File: src/rtl/bp_me_wormhole_pkg.sv
// Shared state type, header-width macro and flit-count helper for the wormhole
// stream encoder and the decode-side checkers that reuse its length logic.
`ifndef BP_ME_WORMHOLE_PKG_SV
`define BP_ME_WORMHOLE_PKG_SV

`define BP_ME_WH_HEADER_WIDTH(cord_mp, len_mp, cid_mp, msg_mp) \
   ((cord_mp) + (len_mp) + (cid_mp) + (msg_mp))

package bp_me_wormhole_pkg;

   typedef enum logic [0:0] {
      e_ready = 1'b0,
      e_send  = 1'b1
   } bp_me_wh_enc_state_e;

   function automatic int bp_me_wh_flit_count(input int bits_i, input int flit_width_i);
      return (bits_i + flit_width_i - 1) / flit_width_i;
   endfunction

endpackage

`endif

File: src/rtl/bp_me_wormhole_len_calc.sv
// Wormhole length calculator: {has_data, size} -> {len, payload bytes, illegal}.
// Oversized requests are clamped to the largest payload and flagged.
module bp_me_wormhole_len_calc
   import bp_me_wormhole_pkg::*;
#(
   parameter int flit_width_p     = 64,
   parameter int header_width_p   = 93,
   parameter int len_width_p      = 4,
   parameter int max_data_bytes_p = 64,
   parameter int size_width_p     = 3
)
(
   input  logic                    has_data_i,
   input  logic [size_width_p-1:0] size_i,
   output logic [len_width_p-1:0]  len_o,
   output logic [31:0]             bytes_o,
   output logic                    illegal_o
);

   localparam int max_size_lp = $clog2(max_data_bytes_p);
   localparam int len_max_lp  = (1 << len_width_p) - 1;

   logic [31:0] size_ext_s;
   logic [31:0] eff_size_s;
   logic [31:0] len_full_s;
   logic        size_bad_s;

   // Clamp the size, then derive the full-width length before truncation.
   always_comb begin
      size_ext_s = 32'(size_i);
      size_bad_s = has_data_i && (size_ext_s > 32'(max_size_lp));
      if (size_bad_s) begin
         eff_size_s = 32'(max_size_lp);
      end else begin
         eff_size_s = size_ext_s;
      end
      if (has_data_i) begin
         bytes_o = 32'd1 << eff_size_s;
      end else begin
         bytes_o = 32'd0;
      end
      len_full_s = 32'(bp_me_wh_flit_count(header_width_p + 8 * int'(bytes_o), flit_width_p))
                   - 32'd1;
      len_o      = len_full_s[len_width_p-1:0];
      illegal_o  = size_bad_s || (len_full_s > 32'(len_max_lp));
   end

endmodule

File: src/rtl/bp_me_wormhole_stream_encode.sv
// Buffers one coherence message with its wormhole header and streams it LSB-first
// as flits. Optional sticky err_o output is enabled by BP_ME_WH_ENCODE_ERR_EN.
module bp_me_wormhole_stream_encode
   import bp_me_wormhole_pkg::*;
#(
   parameter int flit_width_p     = 64,
   parameter int cord_width_p     = 7,
   parameter int len_width_p      = 4,
   parameter int cid_width_p      = 2,
   parameter int msg_hdr_width_p  = 80,
   parameter int max_data_bytes_p = 64,
   parameter int size_width_p     = 3
)
(
   input  logic                          clk_i,
   input  logic                          reset_i,
   input  logic [msg_hdr_width_p-1:0]    msg_hdr_i,
   input  logic [max_data_bytes_p*8-1:0] data_i,
   input  logic                          has_data_i,
   input  logic [size_width_p-1:0]       size_i,
   input  logic [cord_width_p-1:0]       cord_i,
   input  logic [cid_width_p-1:0]        cid_i,
   input  logic                          v_i,
   output logic                          ready_o,
   output logic [flit_width_p-1:0]       link_data_o,
   output logic                          link_v_o,
   input  logic                          link_ready_i
`ifdef BP_ME_WH_ENCODE_ERR_EN
   ,output logic                         err_o
`endif
);

   localparam int header_width_lp = `BP_ME_WH_HEADER_WIDTH(cord_width_p, len_width_p,
                                                           cid_width_p, msg_hdr_width_p);
   localparam int data_width_lp   = max_data_bytes_p * 8;
   localparam int pkt_width_lp    = header_width_lp + data_width_lp;
   localparam int num_flits_lp    = bp_me_wh_flit_count(pkt_width_lp, flit_width_p);
   localparam int buf_width_lp    = num_flits_lp * flit_width_p;

   bp_me_wh_enc_state_e     state_q, state_d;
   logic [len_width_p-1:0]  cnt_q, cnt_d;
   logic [len_width_p-1:0]  len_q, len_d;
   logic [buf_width_lp-1:0] buf_q, buf_d;

   logic [buf_width_lp-1:0]  pkt_s;
   logic [data_width_lp-1:0] data_mask_s;
   logic [len_width_p-1:0]   len_s;
   logic [31:0]              bytes_s;
   logic                     illegal_s;
   logic                     accept_s;

   bp_me_wormhole_len_calc #(
      .flit_width_p     (flit_width_p),
      .header_width_p   (header_width_lp),
      .len_width_p      (len_width_p),
      .max_data_bytes_p (max_data_bytes_p),
      .size_width_p     (size_width_p)
   ) len_calc (
      .has_data_i (has_data_i),
      .size_i     (size_i),
      .len_o      (len_s),
      .bytes_o    (bytes_s),
      .illegal_o  (illegal_s)
   );

   // Bytes beyond the payload size are zeroed so stale upper data never leaks.
   always_comb begin
      data_mask_s = '0;
      for (int b = 0; b < max_data_bytes_p; b++) begin
         if (32'(b) < bytes_s) begin
            data_mask_s[b*8 +: 8] = 8'hFF;
         end else begin
            data_mask_s[b*8 +: 8] = 8'h00;
         end
      end
      pkt_s = '0;
      pkt_s[pkt_width_lp-1:0] = {data_i & data_mask_s, msg_hdr_i, cid_i, len_s, cord_i};
   end

   always_comb begin
      state_d  = state_q;
      cnt_d    = cnt_q;
      len_d    = len_q;
      buf_d    = buf_q;
      ready_o  = 1'b0;
      link_v_o = 1'b0;
      case (state_q)
         e_ready: begin
            ready_o = 1'b1;
         end
         e_send: begin
            link_v_o = 1'b1;
            if (link_ready_i) begin
               if (cnt_q == len_q) begin
                  ready_o = 1'b1;
                  state_d = e_ready;
               end else begin
                  cnt_d = cnt_q + len_width_p'(1);
               end
            end else begin
               cnt_d = cnt_q;
            end
         end
         default: begin
            state_d = e_ready;
         end
      endcase
      // A load on the last flit keeps the stream in e_send with no bubble.
      accept_s = v_i & ready_o;
      if (accept_s) begin
         state_d = e_send;
         buf_d   = pkt_s;
         len_d   = len_s;
         cnt_d   = '0;
      end else begin
         buf_d   = buf_q;
      end
   end

   always_comb begin
      link_data_o = '0;
      for (int k = 0; k < num_flits_lp; k++) begin
         link_data_o = link_data_o
                     | (buf_q[k*flit_width_p +: flit_width_p]
                        & {flit_width_p{cnt_q == len_width_p'(k)}});
      end
   end

   always_ff @(posedge clk_i) begin
      if (reset_i) begin
         state_q <= e_ready;
         cnt_q   <= '0;
         len_q   <= '0;
         buf_q   <= '0;
      end else begin
         state_q <= state_d;
         cnt_q   <= cnt_d;
         len_q   <= len_d;
         buf_q   <= buf_d;
      end
   end

`ifdef BP_ME_WH_ENCODE_ERR_EN
   logic err_q;

   always_ff @(posedge clk_i) begin
      if (reset_i) begin
         err_q <= 1'b0;
      end else begin
         err_q <= err_q | (accept_s & illegal_s);
      end
   end

   assign err_o = err_q;
`else
   logic unused_illegal_s;
   assign unused_illegal_s = illegal_s;
`endif

endmodule

File: config.mk
export PLATFORM = sky130hd
export DESIGN_NAME = bp_me_wormhole_stream_encode
export DESIGN_NICKNAME = d
export VERILOG_FILES = /design/src/rtl/bp_me_wormhole_pkg.sv /design/src/rtl/bp_me_wormhole_len_calc.sv /design/src/rtl/bp_me_wormhole_stream_encode.sv
export SDC_FILE = /design/constraint.sdc
export NUM_CORES = 1
export LEC_CHECK = 0
export CAP_MARGIN = 30
export CORE_AREA = 2 2 266 268
export CTS_BUF_LIST = sky130_fd_sc_hd__clkbuf_4 sky130_fd_sc_hd__clkbuf_8 sky130_fd_sc_hd__clkbuf_16
export DETAILED_ROUTE_END_ITERATION = 8
export DIE_AREA = 0 0 268 270
export HOLD_SLACK_MARGIN = 0.02
export PLACE_DENSITY = 0.71
export SKIP_LAST_GASP = 1
export SYNTH_ARGS = -nofsm -noshare
export SYNTH_HDL_FRONTEND = slang
export SYNTH_SLANG_ARGS = --single-unit
export TNS_END_PERCENT = 100
File: constraint.sdc
create_clock -name clk_i -period 5.1 [get_ports clk_i]
set_input_delay 1.275 -clock clk_i [delete_from_list [all_inputs] [get_ports clk_i]]
set_output_delay 1.275 -clock clk_i [all_outputs]
set_load 0.005 [all_outputs]
==> flow_summary.toml <==
[placed_design]
dpl.cell_count = 4600
detailedPlace.worstSlack_ns = 0.9827
dpl_cell_area_sq_mm = 0.03537
gp_congestion = 0.8981
dpl.hpwl_mm = 72.33
port_buffers = 674

[sta]
relSlewSlack_pct = 34.07
layout_setup_ws_ns = 0.3569
clock-skew-final_ns = 0.03150
fmaxAchievable_mhz = 210.8
fin_tns_setup_ns = 0
finalMaxSlewViolations = 0
rsz0062_at_grt = "no"
timing.final.crit_share_pct = 93.00
finalHoldViolations = 0
timing.final.setup_violations = 0
fin_crit_ns = 4.743
worstMarginPinSlew_ns = 0.9889

[yosys]
synth.cell_area_sq_mm = 0.02770
syn_area_per_cell_sq_um = 8.676
synth.yosys.warnings = 0
yosysTopAreaCellShare_pct = 44.08
sequential_area_share_after_synthesis_pct = 44.08
ys_top_cells_by_area = "dfxtp_1 (44%), mux2i_1 (23%), nand2_1 (16%)"
synth.largest_area_cell = "dfxtp_1"
netlist_instances = 3193
synthArstFlopShare_pct = 0
synth-edff-count = 0
ys_ff_latch = 610
postSynthNetCount = 3807
yosys.cell_types.count = 44
dominantRegCellSynth = "dfxtp_1"

[clock_tree]
numClockSinks = 610
clkSlewWorstSetupHoldPaths_ns = 0.06
clock_network_latency_to_the_later_pin_of_the_worst_skew_pair_ns = 0.61
holdBufCountCts = 0
post_cts_sizing = 0
ctsRootBufferMaster = "clkbuf_16"
clock_tree_from_tritoncts = "done"
cts_inserted_buffers = 70
postCtsSetupRepairBufs = 0
cts_htree_levels = 3
cts-root-to-sink-buffers = 3

[floorplanning]
floorplan.rows = 97
die_width_um = 268
pin_count = 675
core_area_sq_mm = 0.06954
floorplan.die.height_um = 270
floorplan.initialDensity_pct = 39.84
fp.dieArea_sq_mm = 0.07236

[layout]
layout-area-overhead-vs-synth_pct = 36.31
fin_nets = 4346
final_cells = 4746
layout-drive-gt1-share_pct = 5.557
fin_area_sq_mm = 0.03776

[detailed_routing]
route.detailed.drc = 0
drt-wirelength-per-cell_um = 22.19
drt-vias-per-instance = 5.403
dr.first_iter.drc_count = 2598
route.antenna.remaining_nets = 0
dr_pass1_iterations = 5
dr_total_vias = 25642
routed_wl_mm = 105.3

[status]
run_status = "finished, final reports clean"

[setup_path]
critical_path.slowest_cell = "dfxtp_4"
crit_start = "cnt_q[2]$_SDFFE_PP0P_"
required_ns = 3.83
worstPathArrival_ns = 3.47
setup.worst_path.class = "flip-flop to primary output"
critical_path_peak_fanout = 36
reg2reg_to = "buf_q[66]$_SDFFE_PP0P_"
worst_path_largest_cell_delay_ns = 0.74
ff2ff_path_depth = 5
cp-endpoint = "link_data_o[53]"
critical_path.reg2reg.startpoint = "cnt_q[2]$_SDFFE_PP0P_"
worstSetupStartpointType = "flip-flop"
timing.reg2reg.setup_slack_ns = 1.84
critical_path.cell_chain = "and3b_4, buf_4, a22o_1, a21oi_1, nand3_1, clkdlybuf4s50_1"
setup.worst_path.end_class = "primary output"

[global_route]
via_count_of_the_first_global_routing_pass = 24942
number_of_antenna_violations_at_the_first_check_in_global_routing = 36
grt_overflow_total = 0
grt_pass1_wl_mm = 153.2
gr-usage-all-layers_pct = 27.87
grt_max_degree = 114

[pwr]
power.static_leakage_uw = 0.01478
power_density_mw_per_mm2 = 313.4
ir_worst_vdd_mv = 0.2101

[flow_run]
drv.max_cap_violation_count = 0

[worst_hold_path]
hold_path_class = "flip-flop to flip-flop"
-- cell usage after synthesis, types with 3 or more instances --
master     instances
nand2_1         1148
mux2i_1          623
dfxtp_1          610
clkbuf_1         191
nand3_1          119
a22oi_1           85
a22o_1            82
a221oi_1          64
buf_2             57
a21oi_1           54
o211ai_1          13
nor2_1            12
buf_1             11
o22ai_1           11
o2bb2ai_1         11
buf_4             10
o21ai_0           10
buf_6              8
a222oi_1           7
a32o_1             7
inv_1              7
nand3b_1           6
ha_1               5
nand2b_1           5
and3b_1            4
nor3_1             4
xor2_1             4
a211oi_1           3
and2_1             3
or3_1              3
-- routing by layer --
layer / part of all wire (%) / track usage, %
met2: 47 / 44.98
met4: 3.4 / 11.70
met5: 0.11 / 0
met1: 42 / 36.16
met3: 7.3 / 5.543
-- cell type report --
type	instances	area, sq um
Timing Repair Buffer	744	7597
Clock buffer	102	2145
Fill cell	6321	31780
Clock inverter	17	175.2
Inverter	8	37.54
Sequential cell	610	12220
Antenna cell	27	67.56
Tap cell	940	1176
Multi-Input combinational cell	2298	14350
-- kinds of logic after synthesis --
| logic type | after synthesis | share of synthesized area, % |
|---|---|---|
| AND/OR/NAND/NOR | 1312 | 18.74 |
| multiplexers | 624 | 22.55 |
| flip-flops | 610 | 44.08 |
| AO/OA/AOI/OAI | 353 | 9.801 |
| buffers and inverters | 285 | 4.471 |
| adder cells (fa/ha/maj) | 5 | 0.2258 |
| XOR/XNOR | 4 | 0.1264 |
-- how the worst min path moves through the flow --
stage / slack (ns) / cells past startpoint / start / end
after CTS: 0.46 / 2 / buf_q[3]$_SDFFE_PP0P_ / buf_q[3]$_SDFFE_PP0P_
final: 0.45 / 2 / buf_q[3]$_SDFFE_PP0P_ / buf_q[3]$_SDFFE_PP0P_
after detailed placement: 0.45 / 2 / buf_q[188]$_SDFFE_PP0P_ / buf_q[188]$_SDFFE_PP0P_
after global placement: 0.44 / 2 / buf_q[89]$_SDFFE_PP0P_ / buf_q[89]$_SDFFE_PP0P_
after global routing: 0.47 / 2 / buf_q[213]$_SDFFE_PP0P_ / buf_q[213]$_SDFFE_PP0P_
after floorplan: 0.43 / 2 / buf_q[0]$_SDFFE_PP0P_ / buf_q[0]$_SDFFE_PP0P_
-- through the flow --
stage / total power [uW] / hold slack, ns / utilization [%]
2_1_floorplan: 5938 / 0.4341 / -
3_3_place_gp: 6816 / 0.4423 / 50.87
3_5_place_dp: 6816 / 0.4463 / 50.87
4_1_cts: 11880 / 0.4562 / 54.20
5_1_grt: 12170 / 0.4718 / 54.28
6_report: 11830 / 0.4533 / 54.30
-- sequential cells by signal, summed over array words and instances (netlist names) --
name	count
buf_q	602
cnt_q	4
len_q	3
state_q	1
-- where the power goes --
group	leakage (uW)	switching [uW]	total (uW)	internal (uW)
logic	0.00866	796	1700	908
clock network	0.00117	2080	5100	3020
registers	0.00495	99.7	5030	4930
total	0.0148	2980	11800	8860
-- layout by cell type (no fill, tap or decap), drive strengths merged, types with 2 or more instances in the layout --
cell           instances
o22ai                 11
nor3b                  3
ha                     5
clkinv                12
a22oi                 85
diode                 27
clkdlybuf4s50        674
a211oi                 3
a22o                  82
clkbuf               102
bufinv                 2
a222oi                 7
xor2                   4
a21oi                 54
nand3                119
nor2b                  2
nand2               1148
mux2i                623
inv                   10
nor3                   4
buf                   70
a32o                   7
and3b                  4
nand2b                 5
and2                   3
o211ai                13
o2bb2ai               11
nand3b                 6
nor2                  12
o21ai                 11
a221oi                64
or3                    3
dfxtp                610
-- worst max-delay path: cells and delay by family, from the launching register on --
family	cells	cell delay (ns)
buffers and inverters	2	0.99
DFF	1	0.74
AOI/OAI and AO/OA	2	0.24
and+or+nand+nor	2	0.88
No activity file was read; power rests on OpenSTA's default activity.
